**config.mk**
```make
export PLATFORM = sky130hd
export DESIGN_NAME = abft_checksum_check
export DESIGN_NICKNAME = d
export VERILOG_FILES = /design/src/rtl/abft_checksum_check.sv
export SDC_FILE = /design/constraint.sdc
export NUM_CORES = 1
export LEC_CHECK = 0
export CELL_PAD_IN_SITES_DETAIL_PLACEMENT = 1
export CELL_PAD_IN_SITES_GLOBAL_PLACEMENT = 2
export CORE_MARGIN = 4
export CORE_UTILIZATION = 43
export CTS_BUF_LIST = sky130_fd_sc_hd__clkbuf_2 sky130_fd_sc_hd__clkbuf_4 sky130_fd_sc_hd__clkbuf_8
export CTS_CLUSTER_SIZE = 25
export DETAILED_ROUTE_END_ITERATION = 16
export PLACE_DENSITY_LB_ADDON = 0.08
export SLEW_MARGIN = 20
export SYNTH_ARGS = -nofsm -noshare
export SYNTH_HDL_FRONTEND = slang
export SYNTH_SLANG_ARGS = --single-unit
```
**constraint.sdc**
```tcl
create_clock -name clk -period 5.54 [get_ports clk]
set_input_delay 1.108 -clock clk [delete_from_list [all_inputs] [get_ports clk]]
set_output_delay 1.108 -clock clk [all_outputs]
set_load 0.01 [all_outputs]
```
**src/rtl/abft_checksum_check.sv**
```systemverilog
`default_nettype none
// ============================================================================
// abft_checksum_check : aligns predicted checksums (FIFO) with accumulated
// tile checksums, flags per-stream mismatches, tracks fault/error status.
// Revision: 1.0
// ============================================================================
module abft_checksum_check #(
   parameter int zBits         = 28,
   parameter int fifoDepth     = 4,
   parameter int fifoAddrWidth = 2,
   parameter int errCntBits    = 16
) (
   input  logic                  clk,
   input  logic                  rst,
   input  logic                  acc_valid,
   input  logic [zBits-1:0]      w_acc,
   input  logic [zBits-1:0]      x_acc,
   input  logic [zBits-1:0]      y_acc,
   input  logic [zBits-1:0]      z_acc,
   input  logic                  exp_valid,
   output logic                  exp_ready,
   input  logic [zBits-1:0]      w_exp,
   input  logic [zBits-1:0]      x_exp,
   input  logic [zBits-1:0]      y_exp,
   input  logic [zBits-1:0]      z_exp,
   input  logic                  err_clear,
   output logic                  check_valid,
   output logic [3:0]            mismatch,
   output logic                  fault,
   output logic [errCntBits-1:0] err_count,
   output logic                  underrun,
   output logic                  overrun
);

   typedef enum logic [0:0] {
      ST_OK    = 1'b0,
      ST_FAULT = 1'b1
   } state_t;

   localparam logic [fifoAddrWidth:0] DEPTH = (fifoAddrWidth+1)'(fifoDepth);

   logic [zBits-1:0]         w_mem [fifoDepth];
   logic [zBits-1:0]         x_mem [fifoDepth];
   logic [zBits-1:0]         y_mem [fifoDepth];
   logic [zBits-1:0]         z_mem [fifoDepth];
   logic [fifoAddrWidth-1:0] wr_ptr;
   logic [fifoAddrWidth-1:0] rd_ptr;
   logic [fifoAddrWidth:0]   count;
   state_t                   state;

   logic       push;
   logic       pop;
   logic       fifo_empty;
   logic       any_mis;
   logic [3:0] cmp;

   assign exp_ready  = (count != DEPTH);
   assign fifo_empty = (count == '0);
   assign push       = exp_valid && exp_ready;
   // No bypass: a set pushed this cycle is not visible to a same-cycle pop.
   assign pop        = acc_valid && !fifo_empty;

   assign cmp = {z_acc != z_mem[rd_ptr],
                 y_acc != y_mem[rd_ptr],
                 x_acc != x_mem[rd_ptr],
                 w_acc != w_mem[rd_ptr]};
   assign any_mis = pop && (cmp != 4'b0000);

   assign fault = (state == ST_FAULT);

   // Storage needs no reset: occupancy and pointers define what is valid.
   always_ff @(posedge clk) begin
      if (push) begin
         w_mem[wr_ptr] <= w_exp;
         x_mem[wr_ptr] <= x_exp;
         y_mem[wr_ptr] <= y_exp;
         z_mem[wr_ptr] <= z_exp;
      end
   end

   always_ff @(posedge clk) begin
      if (!rst) begin
         wr_ptr <= '0;
         rd_ptr <= '0;
         count  <= '0;
      end else begin
         if (push) wr_ptr <= wr_ptr + 1'b1;
         if (pop)  rd_ptr <= rd_ptr + 1'b1;
         case ({push, pop})
            2'b10:   count <= count + 1'b1;
            2'b01:   count <= count - 1'b1;
            default: count <= count;
         endcase
      end
   end

   always_ff @(posedge clk) begin
      if (!rst) begin
         check_valid <= 1'b0;
         mismatch    <= 4'b0000;
      end else begin
         check_valid <= pop;
         mismatch    <= pop ? cmp : 4'b0000;
      end
   end

   // Status: a new event in the same cycle as err_clear takes priority.
   always_ff @(posedge clk) begin
      if (!rst) begin
         state     <= ST_OK;
         err_count <= '0;
         underrun  <= 1'b0;
         overrun   <= 1'b0;
      end else begin
         case (state)
            ST_OK:    if (any_mis) state <= ST_FAULT;
            ST_FAULT: if (!any_mis && err_clear) state <= ST_OK;
            default:  state <= ST_OK;
         endcase

         if (any_mis) begin
            if (err_clear)
               err_count <= {{(errCntBits-1){1'b0}}, 1'b1};
            else if (err_count != '1)
               err_count <= err_count + 1'b1;
         end else if (err_clear) begin
            err_count <= '0;
         end

         if (acc_valid && fifo_empty) underrun <= 1'b1;
         else if (err_clear)          underrun <= 1'b0;

         if (exp_valid && !exp_ready) overrun <= 1'b1;
         else if (err_clear)          overrun <= 1'b0;
      end
   end

endmodule
`default_nettype wire
```
### After elaboration in Yosys (flattened, before gate mapping)

Memory sizes are Yosys's and may differ from the RTL's. A register that Yosys moved wholly into a read port is not among the register bits.
Cells that the tools add are included.

* register bits after elaboration: 31
* RAM bits: 448
* input port bits: 229
* output and inout port bits: 25
* word-level logic and storage cells: 66
* memories kept: 4

* add/sub/neg operators: 5
* eq/ne operators: 8
* muxes and demuxes: 21
* bitwise logic cells: 1
* reduce and logical (&&, ||, !) cells: 18

Memories
* w_mem: words 4, bits a word 28, read ports 1, clocked after Yosys merged registers in 1, wr ports 1, line 42 `logic [zBits-1:0] w_mem [fifoDepth];`
* x_mem: words 4, bits a word 28, read ports 1, clocked after Yosys merged registers in 1, wr ports 1, line 43 `logic [zBits-1:0] x_mem [fifoDepth];`
* y_mem: words 4, bits a word 28, read ports 1, clocked after Yosys merged registers in 1, wr ports 1, line 44 `logic [zBits-1:0] y_mem [fifoDepth];`
* z_mem: words 4, bits a word 28, read ports 1, clocked after Yosys merged registers in 1, wr ports 1, line 45 `logic [zBits-1:0] z_mem [fifoDepth];`

Operators by type and width (count)
* 28-bit inequality test: 4
* 16-bit 2-to-1 mux: 4
* 16-bit by 1-bit adder with 16-bit output (second input constant): 1
* 2-bit 2-to-1 mux: 8
* 16-bit inequality test (second input constant): 1
* 2-bit nonzero test: 5
* 1-bit 2-to-1 mux: 7
* 1-bit logical AND: 6
* 3-bit one-hot mux with 2 select lines: 1
* 2-bit by 1-bit adder with 2-bit output (second input constant): 2
* 2-bit AND reduction: 2
* 4-bit nonzero test: 1
* 3-bit by 1-bit adder with 3-bit output (second input constant): 1
* 1-bit logical NOT: 3
* 3-bit logical NOT: 1
* 3-bit inequality test (second input constant): 1
* 3-bit by 1-bit subtractor with 3-bit output (second input constant): 1
* 2-bit by 1-bit equality test with 1-bit output (second input constant): 1
* 2-bit equality test (second input constant): 1
* 1-bit one-hot mux with 2 select lines: 1
* 1-bit inverter: 1

### Depth between registers and ports, before layout

* word-level depth: 8
* mapped depth: 12
* depth with buffers taken out: 9

### Least setup slack after synthesis

No wires, ideal clock.

* kind: input -> register
* from: input exp_valid
* to: memory w_mem[0][0], enable pin
* library setup time: 0.485 ns
* arrival time: 3.730 ns
* required time: 5.055 ns
* path slack: 1.325 ns
* cell stages on the path: 1
* path buffers: 0
* cells stage by stage: and3_1

* cells in the longest elaborated chain, start to end: 3

Ends and longest elaborated chain
* start: declaration: line 20 `input logic exp_valid,`
* 1-bit logical AND: line 59 `assign push = exp_valid && exp_ready;`
* 1-bit 2-to-1 mux: line 73 `if (push) begin`
* 1-bit 2-to-1 mux (implied by the code): line 74 `w_mem[wr_ptr] <= w_exp;`
* end: declaration: line 42

No other way between the ends.

==> metrics.md <==
| Metric | Value |
|---|---|
| CP endpoint kind | `flop` |
| Hold Path Depth | `2` |
| Placed cell areas | `0.0222 mm^2` |
| DR vias | `9699` |
| Critical path arrival | `4.50 ns` |
| Final Setup Violations | `0` |
| Startpoint types | `flop` |
| CTS Hold Buffers Added | `0` |
| Register bit total from synthesis | `481` |
| Syn-to-layout area delta | `26.2%` |
| Avg Synthesized Cell Area | `20.8 um^2` |
| Clock insertion delay at the later pin of the skew report | `0.62 ns` |
| Critical setup path kind | `reg2reg` |
| DRT iter0 DRCs | `524` |
| Max Cap Viol | `0` |
| Gr usage total | `0.189` |
| Final net count | `1467` |
| Min-delay src | `fault` |
| Worst Tran Pin Value | `0.913 ns` |
| Global-route wire length before repair | `66.8 mm` |
| Placement Rows | `76` |
| CTS Root Cell | `clkbuf_8` |
| # DRC | `0` |
| Design area | `0.0239 mm^2` |
| Total CTS buffers | `83` |
| Register area share after synthesis | `0.747` |
| Min Tclk post-route | `3.99 ns` |
| Pleak | `0.00743 uW` |
| PortBufs | `253` |
| Top FF cell, synth | `edfxtp_1` |
| Syn Nets | `1143` |
| Slew margin rel. | `0.390` |
| Final ANT Viol Nets | `0` |
| Synth area leader | `edfxtp_1` |
| Die Span Y | `218 um` |
| Post-synth ARST share | `0` |
| Mapped Area | `0.0189 mm^2` |
| Yosys Warn Count | `0` |
| Worst R2R Path Depth | `9` |
| Yosys cell types | `42` |
| Fmax | `250 MHz` |
| Depth of the CTS H-tree | `3` |
| Pwr Density | `414 mW/mm^2` |
| Final hold vios | `0` |
| Gpl congestion | `0.707` |
| Die area | `0.0474 mm^2` |
| Hold EP | `fault` |
| Detail Placement HPWL | `28.8 mm` |
| Layout cells sized above 1 | `0.208` |
| Most frequent cells in the layout | `edfxtp_1, clkdlybuf4s50_1, xnor2_1` |
| Layout Skew | `0.0155 ns` |
| CP required | `6.04 ns` |
| Width of the chip | `218 um` |
| Vias per inst | `5.15` |
| Total core area | `0.0433 mm^2` |
| Initial core utilization | `0.437` |
| Setup TNS | `0 ns` |
| Post-synth EDFFs | `448` |
| Avg WL per Cell | `23.5 um` |
| VDD IR-drop max | `217 uV` |
| TritonCTS clock tree | `built` |
| Maximum fanout along the worst path | `34` |
| Largest net degree at the start of global routing | `113` |
| Total power draw | `9880 uW` |
| RSZ-0062 raised after global routing | `false` |
| IO Pins | `254` |
| Clock-pin slew on the worst setup and hold paths | `0.06 ns` |
| Pins Over Slew Limit | `0` |
| FF-to-FF End | `err_count[14]` |
| Hold Crit Class | `reg2reg` |
| Final core occ | `0.552` |
| R2r setup slk | `1.55 ns` |
| Commonest non-fill, non-tap cell in the layout | `edfxtp_1` |
| Final WL | `44.2 mm` |
| Mapped Cells | `907` |
| Final period util | `0.721` |
| Initial DRT Pass Iterations | `6` |
| Initial antenna violation count | `11` |
| Clock tree buffer depth | `3` |
| Clk sink count | `481` |
| Postcts setup bufs | `0` |
| Top cells by area, synth | `edfxtp_1, mux4_2, xnor2_1` |
| GRT overflow | `0` |
| Yosys top cell area share | `0.712` |
| Vias in the first global route | `10.8k` |
| Status | `finished, final reports clean` |
| Post-CTS sizing | `0` |
-- registers in the layout (all words and copies together) (netlist names), named ones only --
name         flops
w_mem          112
x_mem          112
y_mem          112
z_mem          112
err_count       16
mismatch         4
count            3
rd_ptr           2
wr_ptr           2
check_valid      1
fault            1
overrun          1
underrun         1
-- critical path: stages, from the launching register on --
cell and delay (ns):
dfxtp_4 0.68, buf_4 0.44, mux4_2 0.37, xnor2_1 0.24
nand4_1 0.29, nor4_1 0.53, nand4_1 0.32, o21ai_4 0.58
nor3_1 0.14, o211a_1 0.23
-- Yosys cell counts (all sizes together) (7+ instances only) --
| library cell | number |
|---|---|
| nor3 | 7 |
| mux4 | 112 |
| o21ai | 10 |
| or3 | 8 |
| nand2 | 17 |
| dfxtp | 33 |
| buf | 25 |
| edfxtp | 448 |
| and3 | 7 |
| nand4 | 33 |
| clkbuf | 7 |
| inv | 7 |
| and2 | 7 |
| a21oi | 9 |
| xnor2 | 115 |
-- worst max path at each step --
stage | slack, ns | startpoint | endpoint | cells after the start
2_1_floorplan | 1.32 | exp_valid | w_mem[0][0] | 1
3_3_place_gp | 1.46 | flop | err_count[14] | 9
3_5_place_dp | 1.41 | flop | err_count[14] | 9
4_1_cts | 1.40 | flop | err_count[14] | 9
5_1_grt | 1.17 | flop | err_count[14] | 9
6_report | 1.55 | flop | err_count[14] | 9
-- kinds of logic (layout without fill, tap and decap cells) --
group / after synthesis / after routing / synth area share
muxes: 116 / 116 / 0.136
adders and majority gates: 7 / 7 / 0.00503
DFF: 481 / 481 / 0.747
buffers and inverters: 39 / 427 / 0.0111
other: 0 / 4 / 0
AOI/OAI and AO/OA: 38 / 38 / 0.0136
xor gates and xnor gates: 117 / 117 / 0.0542
and+or+nand+nor: 109 / 109 / 0.0338
-- stage by stage --
| step | cells | hold WS (ns) | setup slack [ns] |
|---|---|---|---|
| after floorplan | 907 | 0.467 | 1.32 |
| after global placement | 1731 | 0.472 | 1.46 |
| after detailed placement | 1731 | 0.476 | 1.41 |
| after CTS | 1880 | 0.484 | 1.40 |
| after global routing | 1882 | 0.520 | 1.17 |
| final | 1884 | 0.487 | 1.55 |
-- per-layer routing --
layer / GRT usage / wire length (um)
met4: 0.0547 / 721
met3: 0.0532 / 2710
met5: 0 / 110
met2: 0.312 / 22000
met1: 0.248 / 18700
-- cell type report --
| class | count | area [um^2] |
|---|---|---|
| antenna | 4 | 10.0 |
| sequential | 481 | 14100 |
| timing repair buffer | 271 | 2760 |
| clock inverter | 31 | 195 |
| tap | 585 | 732 |
| inverter | 7 | 26.3 |
| multi-input combinational | 387 | 4600 |
| fill | 3908 | 19400 |
| clock buffer | 118 | 1420 |
-- power breakdown --
| part | internal (uW) | total, uW | switching, uW | leakage [uW] |
|---|---|---|---|---|
| registers | 4390 | 4540 | 150 | 0.00438 |
| clock network | 1750 | 3130 | 1390 | 0.000850 |
| logic | 1190 | 2210 | 1020 | 0.00220 |
(Power assumes the default switching activity.)
